## src/rtl/if_row_tag_buffer.sv

```systemverilog
// Row-tagging FWFT FIFO feeding the PE IF read path: each accepted word is tagged with
// start/end-of-row flags derived from row_len. Define IF_ROW_TAG_BUF_ERR_EN for the sticky underrun flag.
module if_row_tag_buffer #(
    parameter int DATA_WIDTH    = 16,
    parameter int DEPTH         = 16,
    parameter int ADDR_LEN      = 4,
    parameter int ROW_LEN_WIDTH = 8
) (
    input  logic                     clk,
    input  logic                     rst,
    input  logic                     cfg_ld,
    input  logic [ROW_LEN_WIDTH-1:0] row_len,
    input  logic                     in_valid,
    input  logic [DATA_WIDTH-1:0]    in_data,
    output logic                     in_ready,
    input  logic                     buf_read,
    output logic [DATA_WIDTH+1:0]    buf_dout,
    output logic                     buf_empty,
    output logic                     buf_full,
    output logic [ADDR_LEN:0]        count,
    output logic                     row_done,
    output logic                     err_underrun
);
    localparam logic [ADDR_LEN:0] FULL_CNT = DEPTH[ADDR_LEN:0];

    typedef enum logic {IDLE, RUN} state_t;

    state_t                   state;
    logic [DATA_WIDTH+1:0]    mem [DEPTH];
    logic [ADDR_LEN-1:0]      wr_ptr, rd_ptr;
    logic [ROW_LEN_WIDTH-1:0] col, row_len_q;
    logic                     wr_en, rd_en, cfg_ok, sof, eof;

    assign buf_empty = (count == '0);
    assign buf_full  = (count == FULL_CNT);
    assign in_ready  = (state == RUN) && !buf_full;
    assign wr_en     = in_valid && in_ready;
    assign rd_en     = buf_read && !buf_empty;
    assign sof       = (col == '0);
    assign eof       = (col == row_len_q - 1'b1);
    // New row length is only accepted on a row boundary so a row is never split.
    assign cfg_ok    = cfg_ld && (row_len != '0) && ((state == IDLE) || sof);
    assign buf_dout  = buf_empty ? '0 : mem[rd_ptr];

    always_ff @(posedge clk or posedge rst) begin
        if (rst) begin
            state     <= IDLE;
            row_len_q <= '0;
            col       <= '0;
            row_done  <= 1'b0;
        end else begin
            row_done <= wr_en && eof;
            if (cfg_ok) begin
                state     <= RUN;
                row_len_q <= row_len;
            end
            if (wr_en)
                col <= eof ? '0 : col + 1'b1;
        end
    end

    always_ff @(posedge clk or posedge rst) begin
        if (rst) begin
            wr_ptr <= '0;
            rd_ptr <= '0;
            count  <= '0;
        end else begin
            if (wr_en) wr_ptr <= wr_ptr + 1'b1;
            if (rd_en) rd_ptr <= rd_ptr + 1'b1;
            case ({wr_en, rd_en})
                2'b10:   count <= count + 1'b1;
                2'b01:   count <= count - 1'b1;
                default: count <= count;
            endcase
        end
    end

    // Storage carries no reset; contents are don't-care until written.
    always_ff @(posedge clk) begin
        if (wr_en)
            mem[wr_ptr] <= {sof, eof, in_data};
    end

`ifdef IF_ROW_TAG_BUF_ERR_EN
    always_ff @(posedge clk or posedge rst) begin
        if (rst)
            err_underrun <= 1'b0;
        else if (buf_read && buf_empty)
            err_underrun <= 1'b1;
        else if (cfg_ok)
            err_underrun <= 1'b0;
    end
`else
    assign err_underrun = 1'b0;
`endif

endmodule

```

## config.mk

```make
export PLATFORM = sky130hd
export DESIGN_NAME = if_row_tag_buffer
export DESIGN_NICKNAME = d
export VERILOG_FILES = /design/src/rtl/if_row_tag_buffer.sv
export SDC_FILE = /design/constraint.sdc
export NUM_CORES = 1
export LEC_CHECK = 0
export CAP_MARGIN = 20
export CORE_UTILIZATION = 45
export DETAILED_ROUTE_END_ITERATION = 8
export HOLD_SLACK_MARGIN = 0.12
export MAX_ROUTING_LAYER = met4
export PLACE_DENSITY = 0.65
export SLEW_MARGIN = 20
export SYNTH_ARGS = -nofsm -noshare
export SYNTH_HDL_FRONTEND = slang
export SYNTH_SLANG_ARGS = --single-unit
```

## constraint.sdc

```tcl
create_clock -name clk -period 3.8 [get_ports clk]
set_input_delay 0.76 -clock clk [delete_from_list [all_inputs] [get_ports clk]]
set_output_delay 0.76 -clock clk [all_outputs]
set_load 0.02 [all_outputs]
```

; ---- After elaboration in Yosys (flattened, before gate mapping)
; Memories as Yosys holds them, arrays and structs flattened.
; Index checks and enable logic that the tools add are counted.
[op_classes]
eq_ne = 4
n_bitwise = 1
n_mux = 5
reduce_logical = 13
n_addsub = 6
[op_table]
columns = operator, count
row1 = 18-bit two-way mux, 1
row2 = 5-bit one-hot mux with 2 select lines, 1
row3 = "4-bit by 1-bit adder with 4-bit output, second input constant", 2
row4 = "8-bit by 1-bit adder with 8-bit output, second input constant", 1
row5 = 8-bit == test, 1
row6 = 8-bit zero test, 1
row7 = 8-bit two-way mux, 1
row8 = 8-bit nonzero test, 1
row9 = "8-bit by 1-bit subtractor with 8-bit output, second input constant", 1
row10 = 1-bit logical AND, 6
row11 = "5-bit by 1-bit adder with 5-bit output, second input constant", 1
row12 = "5-bit == test, second input constant", 1
row13 = 5-bit zero test, 1
row14 = "5-bit by 1-bit subtractor with 5-bit output, second input constant", 1
row15 = "2-bit by 1-bit == test with 1-bit output, second input constant", 1
row16 = "2-bit == test, second input constant", 1
row17 = 1-bit zero test, 2
row18 = 1-bit two-way mux, 2
row19 = 2-bit nonzero test, 1
row20 = 1-bit logical OR, 1
row21 = 1-bit inverter, 1
[word_totals]
word_cells = 37
memories = 1
input_bits = 29
ramBits = 288
ff_bits = 31
out_inout_bits = 28
[memory_table]
columns = memory, words, width, read_ports, rd_ports_with_merged_regs, write_ports, line_no
row1 = mem, 16, 18, 1, 0, 1, 29  ; logic [DATA_WIDTH+1:0] mem [DEPTH];

; ---- Logic depth before layout (Yosys ltp)
; Gate-level depths: netlist of the first run.
[depth]
word_depth = 6
ltp_mapped = 16

; ---- Least setup slack after synthesis of the first run
; No wires, ideal clock.
[synth_path]
path_kind = flip-flop to flip-flop
from = register count[1]
to = register count[4]
n_path_buf = 3
period_less_slack_ps = 3105
path_stages_with_launch = 17
setup_ps = 132
t_arrival_ps = 2973
path_slack_ps = 695
path_cell_list = dfrtp_1 -> clkbuf_1 -> nor4_1 -> nand2_1 -> and3_1 -> inv_1 -> clkbuf_1 -> ha_1 -> clkbuf_1 -> xor2_1 -> ha_1 -> inv_1 -> o21ai_0 -> a21oi_1 -> a21oi_1 -> nor2_1 -> xor2_1
[synth_between]
elab_chain_cells = 6
elab_cells_between_ends = 13
cone_classes = 2 x add/sub / 3 x eq/ne / 1 x mux / 7 x reduce/logical
[synth_lines]
columns = element, line_no
row1 = start: declaration, 20  ; output logic [ADDR_LEN:0] count,
row2 = start signal: assignment, 71  ; 2'b10: count <= count + 1'b1;
row3 = start signal: assignment, 72  ; 2'b01: count <= count - 1'b1;
row4 = start signal: assignment, 73  ; default: count <= count;
row5 = 5-bit == test, 35  ; assign buf_full = (count == FULL_CNT);
row6 = 1-bit zero test, 36  ; assign in_ready = (state == RUN) && !buf_full;
row7 = 1-bit logical AND, 36
row8 = 1-bit logical AND, 37  ; assign wr_en = in_valid && in_ready;
row9 = 2-bit by 1-bit == test with 1-bit output / 2-bit == test (equally long branches), 70  ; case ({wr_en, rd_en})
row10 = 5-bit one-hot mux with 2 select lines / 2-bit nonzero test (equally long branches), n/a
; Parallel ways exist; a longest one is shown, timed or not.
; A chain may end at the register's enable or synchronous reset.

; ---- Final worst setup path of the first run
[layout_path]
from = register rd_ptr[0]
to = output port buf_dout[16]
[layout_between]
elab_chain_cells = 2
[layout_lines]
columns = element, line_no
row1 = start: declaration, 30  ; logic [ADDR_LEN-1:0] wr_ptr, rd_ptr;
row2 = start signal: assignment, 69  ; if (rd_en) rd_ptr <= rd_ptr + 1'b1;
row3 = memory 16 x 18 bit, n/a
row4 = 18-bit two-way mux, 43  ; assign buf_dout = buf_empty ? '0 : mem[rd_ptr];
row5 = end: declaration, 17  ; output logic [DATA_WIDTH+1:0] buf_dout,
; Every way passes these cells.

==> results of run 1 <==
## layer usage
layer / up-vias / GRT usage, % / share of wire, %
li1: 2727 / - / -
met1: 3276 / 25.1 / 42
met2: 185 / 31.8 / 51
met3: 45 / 3.05 / 5.1
met4: 0 / 6.17 / 2.2
met5: - / - / 0
## state kept, by name, indices dropped and copies added (netlist names)
signal and flops:
row_len_q 8, count 5, rd_ptr 4, state 1
mem 288, col 8, wr_ptr 4, row_done 1
## stage by stage
stage	cells	utilization [%]	power (mW)	worst slack, ps	hold WS (ps)
after global routing	1119	54.1	11.8	0.873	538
after CTS	1118	54.0	11.4	22.0	505
after detailed placement	1056	50.3	8.29	366	499
final	1119	54.1	11.2	68.7	495
after global placement	1056	50.3	8.21	374	481
after floorplan	625	-	6.95	695	443
## placed cells by master (no fill, tap or decap), drive strengths merged, types with 6 or more instances in the layout
master | Yosys | routed
mux2 | 11 | 11
nor2b | 23 | 23
nand2 | 16 | 16
clkbuf | 23 | 51
xnor2 | 12 | 12
nor3 | 7 | 7
buf | 8 | 31
dfrtp | 31 | 31
a21oi | 7 | 7
o21ai | 10 | 10
edfxtp | 288 | 288
clkinv | 0 | 7
xor2 | 9 | 9
dlymetal6s2s | 0 | 7
and2 | 14 | 14
nor2 | 11 | 11
ha | 12 | 12
clkdlybuf4s50 | 0 | 48
inv | 12 | 13
mux4 | 90 | 90
and3 | 7 | 7
nand3 | 6 | 6
## worst reg2reg max path: stages (launching register included)
cell     delay (ps)
dfrtp_1         480
nor4_1          370
nor2b_2         210
buf_4           310
nor2b_1         210
ha_1            340
xor2_1          190
ha_1            230
inv_1            60
o21ai_0          60
a21oi_1         190
a21oi_1          90
nor2_1          130
xor2_1          160
## cells by family after synthesis
group / after synthesis / share of synthesized area (%)
adder cells (fa/ha/maj): 12 / 1.17
XOR/XNOR: 21 / 1.43
buffers and inverters: 43 / 1.34
AO/OA/AOI/OAI: 32 / 1.76
AND/OR/NAND/NOR: 96 / 4.21
flip-flops: 319 / 73.3
other: 1 / 0.0292
multiplexers: 101 / 16.7
## repair_timing
action	CTS	global route
setup endpoints to repair	15	9
gates cloned	0	0
resized for setup	0	8
buffers inserted	1	1
## cells in the mapped netlist (4+ instances only)
cell type / count
edfxtp_1: 288
mux4_2: 90
dfrtp_1: 31
clkbuf_1: 23
nor2b_1: 23
nand2_1: 16
and2_1: 14
ha_1: 12
inv_1: 12
xnor2_1: 12
mux2_2: 11
nor2_1: 10
xor2_1: 9
a21oi_1: 7
and3_1: 7
nor3_1: 7
o21ai_0: 7
buf_2: 6
nand3_1: 6
nor4_1: 4
## worst max-delay path by stage
stage          startpoint  depth (start not counted)           end
2_1_floorplan    count[1]                         16      count[4]
3_3_place_gp    rd_ptr[0]                          5  buf_dout[16]
3_5_place_dp    rd_ptr[0]                          5  buf_dout[16]
4_1_cts         rd_ptr[0]                          5   buf_dout[6]
5_1_grt         rd_ptr[0]                          5   buf_dout[5]
6_report        rd_ptr[0]                          5  buf_dout[16]
## cell type report
class / instances / area, um^2
fill: 2174 / 12800
sequential: 319 / 9430
multi-input combinational: 263 / 3260
clock buffer: 51 / 936
timing repair buffer: 86 / 883
tap: 378 / 473
clock inverter: 10 / 75.1
inverter: 12 / 45.0
## power breakdown
part	internal, mW	switching, mW	total, mW
Clock	1.77	1.27	3.04
Sequential	4.25	0.246	4.49
Combinational	1.94	1.77	3.70
Total	7.96	3.28	11.2
==> results by group, run 1 <==
Run status
  • Outcome: completed

Placed design
  • Port bufs: 55
  • Post-DP HPWL: roughly 14 mm
  • RePlAce Congestion: between 0.7 and 0.8
  • Placed instance area: 0.0140 mm^2

Routing
  • Detailed-route DRC error count: 0
  • Vias per cell: about 5.6
  • Final ANT Viol Nets: 0
  • Wire length per cell: around 23 um
  • Via count: ~6200
  • DRT Pass-1 Iters: 5
  • Initial DRC count: ~540
  • Drt total wl: around 26 mm

Clock network
  • Worst-Skew Late Latency: between 500 and 600 ps
  • Root Buffer: clkbuf_16
  • CTS H-tree depth: 2
  • Clock tree from TritonCTS: built
  • CTS max path bufs: 3
  • Hold Buf Count CTS: 0
  • Sink Count: ~320
  • Clock transition at path regs: about 60 ps
  • Num CTS Buffers: 34

Synthesis
  • Sequential share of the synthesized area: between 70% and 80%
  • Syn Area/Cell: 20.6 um^2
  • Synth Net Count: about 670
  • Post-synth ARST share: 9.72%
  • Post-synth cell types: between 40 and 50
  • Synth area leader: edfxtp_1
  • Yosys top cell area share: 67.3%
  • Flops & latches, synth: approximately 320
  • Top cells by area, synth: edfxtp_1 (67%), mux4_2 (16%), dfrtp_1 (6.0%)
  • Primary FF master, synth: edfxtp_1
  • Post-synth EDFFs: roughly 290
  • Synth Instances: ~630
  • Mapped cell area: around 0.013 mm^2
  • Yosys warnings: 0

Worst setup path
  • CP required: roughly 3000 ps
  • Worst path slowest cell: clkdlybuf4s50_1
  • Max incr delay on CP: roughly 560 ps
  • Setup CP Type: reg -> out
  • R2r endpoint: count[4]
  • Crit path arrival time: between 2000 and 3000 ps
  • CP max FO: 7
  • CP startpoint kind: flop
  • FF-to-FF Start: count[1]
  • Crit. End Element: output port
  • CP Buf/Inv Count: 2
  • CP delay by family, top: multiplexers
  • Worst R2R Path Depth: 13
  • Crit-path cells: buf_4 -> mux4_2 -> mux4_2 -> nor2b_1 -> clkdlybuf4s50_1
  • Register-to-register setup slack: ~690 ps
  • Crit path top cell by count: mux4_2

Flow run
  • Max-Cap Viols: 0

Final layout
  • Layout area overhead: 17.5%
  • Fin area: about 0.015 mm^2
  • Nets: ~760
  • Fraction of layout cells with a size suffix above 1: 24.7%
  • Number of diodes: 0

Min path
  • WHS Path Cells: 2
  • Type of the worst min-delay path: reg -> reg
  • Worst Hold End: state
  • Hold path start: state

STA
  • Slew Limit Headroom: about half
  • Worst slew pin tran: about 770 ps
  • RSZ-0062 raised after global routing: no
  • Setup Viol. Count Final: 0
  • F_max: 268 MHz
  • Fin crit share: ~100%
  • Final critical path time including I/O delays and setup: 3730 ps
  • Layout Skew: about 17 ps
  • Setup TNS: 0 ps
  • Hold Vio Cnt, Final: 0
  • Final Max Slew Viols: 0

GRT
  • First-pass GRT wire length: roughly 40 mm
  • Global route overflow: 0
  • Initial antenna violation count: 0
  • Vias in the first global route: about 6700
  • Largest net degree at the start of global routing: 52
  • Overall Global Routing Usage: 19.5%

Floorplan
  • Die area: 0.0292 mm^2
  • I/O pins: 57
  • Site row count: a little over 60
  • Initial core utilization: 46.0%
  • Core ar.: roughly 0.028 mm^2
  • Die width: about 170 um
  • DIE HEIGHT: about 170 um

Pwr
  • Leakage: 5.09 nW
  • Max VDD drop: roughly 0.00045 V
  • Pwr dens: around 740 mW/mm^2
Note: power is estimated with default switching activity, not from simulation.
==> inputs of run 2 (changes only) <==
- CORE_ASPECT_RATIO: default -> 0.75
==> results by group, run 2 (synthesized netlist as in run 1, its figures left out) <==
Final layout
  • Nets: 769 (+1.6%)
  • Number of diodes: 0 (unchanged)
  • Largest register FFs: 288 (unchanged)
  • Commonest non-fill, non-tap cell in the layout: edfxtp_1
  • Fin area: 0.0151 mm^2 (+0.18%)
  • Fraction of layout cells with a size suffix above 1: 26.2% (+1.5 points)
  • Biggest regs: mem (288), col (8), row_len_q (8)
  • Most frequent cells in the layout: edfxtp_1 (288), mux4_2 (90), clkdlybuf4s50_1 (41), buf_4 (36), clkbuf_16 (30)
  • Fillers: 2164 (-0.46%)
  • Layout area overhead: 17.7%
  • Biggest register: mem

Worst setup path
  • R2r endpoint: count[4]
  • Crit path arrival time: 2950 ps (-20 ps)
  • Crit. End Element: output port
  • CP required: 3040 ps (about the same)
  • FF-to-FF Start: count[1]
  • CP startpoint kind: flop
  • Setup CP Type: reg -> out
  • Register-to-register setup slack: 680 ps (about the same)
  • CP max FO: 16 (+9)
  • Worst R2R Path Depth: 14 (+1)

Pwr
  • Max VDD drop: 0.000436 V (-2.8%)
  • Switching power: 3.32 mW (+1.3%)
  • Clock Power Share: 24.7% (-2.4 points)
  • Sw Share: 30.4% (+1.2 points)
  • Logic pwr share: 34.2% (+1.2 points)
  • Pwr dens: 723 mW/mm^2 (-2.9%)
  • Seq pwr share: 41.1% (+1.1 points)
  • Leakage: 5.10 nW (+0.11%)
  • Final Power: 10.9 mW (-2.7%)
  • Internal: 7.62 mW (-4.3%)

Placed design
  • Placed instance area: 0.0142 mm^2 (+1.0%)
  • Post-DP HPWL: 16.2 mm (+13%)
  • RePlAce Congestion: 0.789 (-1.4%)
  • Port bufs: 55 (unchanged)
  • Place WS: 373 ps (+6.61 ps)

Clock network
  • Worst-Skew Late Latency: 580 ps (+70 ps)
  • Clock transition at path regs: 60 ps (about the same)
  • Sink Count: 319 (unchanged)
  • CTS max path bufs: 3 (unchanged)
  • Clock tree from TritonCTS: built
  • Num CTS Buffers: 30 (-12%)
  • Root Buffer: clkbuf_16
  • Hold Buf Count CTS: 0 (unchanged)
  • CTS H-tree depth: 1 (-1)

STA
  • Setup WS post-layout: 92.1 ps (+23.4 ps)
  • Final Max Slew Viols: 0 (unchanged)
  • Setup TNS: 0 ps (unchanged)
  • Slew Limit Headroom: 51.9% (+3.2 points)
  • Worst slew pin tran: 718 ps (-48.0 ps)
  • RSZ-0062 raised after global routing: no
  • Setup Viol. Count Final: 0 (unchanged)
  • Hold Vio Cnt, Final: 0 (unchanged)
  • F_max: 270 MHz (+0.63%)
  • WHS: 485 ps (-10.6 ps)
  • Final critical path time including I/O delays and setup: 3710 ps (-23.4 ps)
  • Layout Skew: 20.0 ps (+2.60 ps)
  • Fin crit share: 97.6% (-0.62 points)

GRT
  • Vias in the first global route: 6625 (-0.60%)
  • First-pass GRT wire length: 41.8 mm (+4.7%)
  • Largest net degree at the start of global routing: 57 (+9.6%)
  • Global route overflow: 0 (unchanged)
  • Overall Global Routing Usage: 20.4% (+0.94 points)
  • Initial antenna violation count: 0 (unchanged)

Routing
  • Final ANT Viol Nets: 0 (unchanged)
  • Initial DRC count: 527 (-1.9%)
  • Vias per cell: 5.64 (+1.3%)
  • Wire length per cell: 24.5 um (+5.5%)
  • Drt total wl: 27.8 mm (+6.9%)
  • Via count: 6399 (+2.7%)
  • DRT Pass-1 Iters: 4 (-1)
  • Detailed-route DRC error count: 0 (unchanged)

Floorplan
  • Initial core utilization: 45.8% (-0.19 points)
  • Site row count: 53 (-13%)
  • Die width: 197 um (+15%)
  • Die area: 0.0292 mm^2 (about the same)
  • I/O pins: 57 (unchanged)
  • Core ar.: 0.0281 mm^2 (+0.42%)
  • DIE HEIGHT: 148 um (-13%)

Run status
  • Outcome: completed

Min path
  • Worst Hold End: state
  • Hold path start: state
  • Type of the worst min-delay path: reg -> reg
  • WHS Path Cells: 2 (unchanged)

Flow run
  • Max-Cap Viols: 0 (unchanged)
[run 2: changes by cell type in the layout (fill, tap and decap cells not counted), moves of 2 or more]
cell,delta
clkdlybuf4s50_1,-7
buf_4,+11
clkbuf_16,-5
dlymetal6s2s_1,-7
clkinv_2,+3
dlygate4sd2_1,+14
clkbuf_1,-7
buf_12,+2
[run 2: per-stage QoR]
stage,utilization [%],cells
floorplan,-,625
global placement,50.6,1076
detailed placement,50.6,1076
CTS,53.9,1132
global route,53.9,1134
finish,53.9,1134
[run 2: layer usage]
metal | routed length, um | track usage, % | share of wire (%)
met5 | 0 | - | 0
met4 | 417 | 3.41 | 1.5
met3 | 1670 | 3.76 | 6.0
met2 | 13200 | 31.1 | 48
met1 | 12500 | 29.4 | 45
[run 2: power groups by stage]
stage | sequential (mW) | combinational [mW] | clock (mW)
after floorplan | 4.46 | 2.49 | 0
after detailed placement | 4.58 | 3.76 | 0
after global routing | 4.53 | 4.02 | 2.91
after global placement | 4.55 | 3.73 | 0
after CTS | 4.50 | 3.77 | 2.76
final | 4.49 | 3.74 | 2.70
[run 2: repair_timing]
| item | in CTS | in global routing |
|---|---|---|
| resized for setup | 17 | 0 |
| cloned | 1 | 0 |
| setup endpoints to repair | 16 | 3 |
| buffers inserted | 2 | 2 |
[run 2: worst max-delay path by stage]
stage,to,depth (start not counted),from
finish,buf_dout[7],6,rd_ptr[0]
global route,buf_dout[0],5,rd_ptr[0]
CTS,buf_dout[15],5,rd_ptr[0]
detailed placement,buf_dout[7],5,rd_ptr[0]
global placement,buf_dout[7],5,rd_ptr[0]
floorplan,count[4],16,count[1]
[run 2: worst max-delay path, cell delays in order, from the launching register on]
cell and delay [ps]:
dfrtp_4 500, buf_4 160, buf_16 170, mux4_2 530, mux4_2 480, nor2b_1 190, dlygate4sd2_1 350
[run 2: cell type report]
class | count | area [um^2] | share of cell area [%]
sequential | 319 | 9430 | 62.3
clock buffer | 40 | 798 | 5.27
clock inverter | 13 | 72.6 | 0.480
timing repair buffer | 102 | 1040 | 6.89
tap | 385 | 482 | 3.18
multi-input combinational | 263 | 3260 | 21.6
inverter | 12 | 45.0 | 0.298
==> inputs of run 3 (changes only) <==
- CORE_UTILIZATION: 45 -> 40
- PLACE_DENSITY: 0.65 -> 0.6
==> results by group, run 3 (synthesized netlist as in run 1, its figures left out) <==
Final layout
  • FF/Latch Area: 0.00943 mm^2 (about the same)
  • Footprint of the multi-input gates: 0.00326 mm^2 (unchanged)
  • Largest register FFs: 288 (unchanged)
  • Most frequent cells in the layout: edfxtp_1 (288), mux4_2 (90), clkdlybuf4s50_1 (38), clkbuf_16 (30), dfrtp_1 (29)
  • Biggest regs: mem (288), col (8), row_len_q (8)
  • Final Non-Filler Cells: 1145 (+0.97%)
  • Layout area overhead: 17.3%
  • Nets: 758 (-1.4%)
  • Commonest non-fill, non-tap cell in the layout: edfxtp_1
  • Biggest register: mem
  • Fraction of layout cells with a size suffix above 1: 25.0% (-1.1 points)
  • Number of diodes: 0 (unchanged)
  • Fillers: 2564 (+18%)

Placed design
  • RePlAce Congestion: 0.733 (-7.1%)
  • Place WS: 399 ps (+26.1 ps)
  • Placed insts: 1088 (+1.1%)
  • Post-DP HPWL: 15.5 mm (-4.6%)
  • Port bufs: 55 (unchanged)

GRT
  • Vias in the first global route: 6507 (-1.8%)
  • First-pass GRT wire length: 41.4 mm (-0.89%)
  • Overall Global Routing Usage: 17.8% (-2.7 points)
  • Largest net degree at the start of global routing: 35 (-39%)
  • Global route overflow: 0 (unchanged)
  • Initial antenna violation count: 0 (unchanged)

Floorplan
  • Site row count: 56 (+5.7%)
  • Die area: 0.0329 mm^2 (+12%)
  • Die width: 209 um (+6.0%)
  • DIE HEIGHT: 157 um (+6.0%)
  • Core ar.: 0.0315 mm^2 (+12%)
  • Initial core utilization: 40.9% (-5.0 points)
  • I/O pins: 57 (unchanged)

Clock network
  • Clock tree from TritonCTS: built
  • CTS max path bufs: 3 (unchanged)
  • Worst-Skew Late Latency: 590 ps (about the same)
  • CTS H-tree depth: 1 (unchanged)
  • Clock transition at path regs: 60 ps (about the same)
  • Sink Count: 319 (unchanged)
  • Hold Buf Count CTS: 0 (unchanged)
  • Num CTS Buffers: 30 (unchanged)
  • Root Buffer: clkbuf_16

STA
  • RSZ-0062 raised after global routing: no
  • Setup WS post-layout: 151 ps (+58.4 ps)
  • Worst slew pin tran: 768 ps (+49.7 ps)
  • Setup TNS: 0 ps (unchanged)
  • Hold Vio Cnt, Final: 0 (unchanged)
  • Final Max Slew Viols: 0 (unchanged)
  • F_max: 274 MHz (+1.6%)
  • Fin crit share: 96.0% (-1.5 points)
  • Slew Limit Headroom: 48.6% (-3.3 points)
  • Layout Skew: 42.7 ps (+22.7 ps)
  • Final critical path time including I/O delays and setup: 3650 ps (-58.4 ps)
  • Setup Viol. Count Final: 0 (unchanged)

Worst setup path
  • CP startpoint kind: flop
  • Register-to-register setup slack: 800 ps (+120 ps)
  • Setup CP Type: reg -> out
  • Crit-path cells: buf_12 -> buf_12 -> mux4_2 -> mux4_2 -> nor2b_1 -> dlygate4sd2_1
  • R2r endpoint: count[4]
  • CP max FO: 21 (+5)
  • End of the critical path: buf_dout[2]
  • FF-to-FF Start: count[1]
  • Crit path arrival time: 2890 ps (-60 ps)
  • Max incr delay on CP: 560 ps (+30 ps)
  • Crit. End Element: output port
  • Worst path slowest cell: mux4_2
  • Worst R2R Path Depth: 14 (unchanged)
  • Worst Setup SP: rd_ptr[0]
  • CP required: 3040 ps (about the same)

Routing
  • Vias per cell: 5.50 (-2.4%)
  • Via count: 6303 (-1.5%)
  • Wire length per cell: 23.9 um (-2.6%)
  • Final ANT Viol Nets: 0 (unchanged)
  • Drt total wl: 27.3 mm (-1.6%)
  • DRT Pass-1 Iters: 4 (unchanged)
  • Detailed-route DRC error count: 0 (unchanged)
  • Initial DRC count: 575 (+9.1%)

Pwr
  • Leakage: 5.04 nW (-1.2%)
  • Pwr dens: 720 mW/mm^2 (-0.34%)
  • Max VDD drop: 0.000385 V (-12%)

Min path
  • Type of the worst min-delay path: reg -> reg

Run status
  • Outcome: completed

Flow run
  • Max-Cap Viols: 0 (unchanged)
[run 3: cell count changes in the layout (fill, tap and decap cells not counted), sizes merged]
cell           previous run  this run
clkinvlp                  0         1
clkbuf                   40        36
clkinv                   13        17
clkdlybuf4s50            41        38
buf                      46        36
bufbuf                    1         0
dlygate4sd2              14        17
[run 3: final cells by class]
class | count | area share, %
Inverter | 12 | 0.299
Clock inverter | 18 | 0.697
Tap cell | 406 | 3.37
Timing Repair Buffer | 91 | 6.32
Clock buffer | 36 | 5.13
Multi-Input combinational cell | 263 | 21.6
Sequential cell | 319 | 62.5
[run 3: worst min path at each step]
stage,start,to,slack (ps),depth (start not counted)
after floorplan,state,state,440,2
after global placement,state,state,470,2
after detailed placement,state,state,500,2
after CTS,state,state,520,2
after global routing,state,state,550,2
final,state,state,510,2
[run 3: metrics by stage]
stage | util [%] | area (um^2) | hold WS (ps) | total power, mW
after floorplan | - | 12900 | 443 | 6.95
after global placement | 45.1 | 14200 | 472 | 8.31
after detailed placement | 45.1 | 14200 | 502 | 8.39
after CTS | 47.9 | 15100 | 522 | 11.0
after global routing | 47.9 | 15100 | 549 | 11.4
final | 47.9 | 15100 | 515 | 10.9
[run 3: what timing repair did]
action	in CTS	in global routing
resized for setup	18	1
setup endpoints to repair	18	1
pin swaps	0	0
setup buffers	2	1
[run 3: critical path, delay by kind of cell (launching register included)]
kind | cells | cell delay, ps
mux | 2 | 1050
buf+inv | 3 | 700
flops | 1 | 440
simple gates | 1 | 140
[run 3: power by group]
group / switching, mW / leakage [nW] / internal, mW
sequential: 0.240 / 2.98 / 4.25
combinational: 1.83 / 1.63 / 1.84
clock: 1.26 / 0.427 / 1.45
total: 3.33 / 5.04 / 7.54
[run 3: layer usage]
metal | vias to the layer above | routed length [um] | GRT usage (%)
met5 | - | 0 | -
met1 | 3371 | 12300 | 24.4
met4 | 0 | 464 | 3.78
met2 | 173 | 13200 | 28.1
li1 | 2721 | - | -
met3 | 38 | 1310 | 2.85
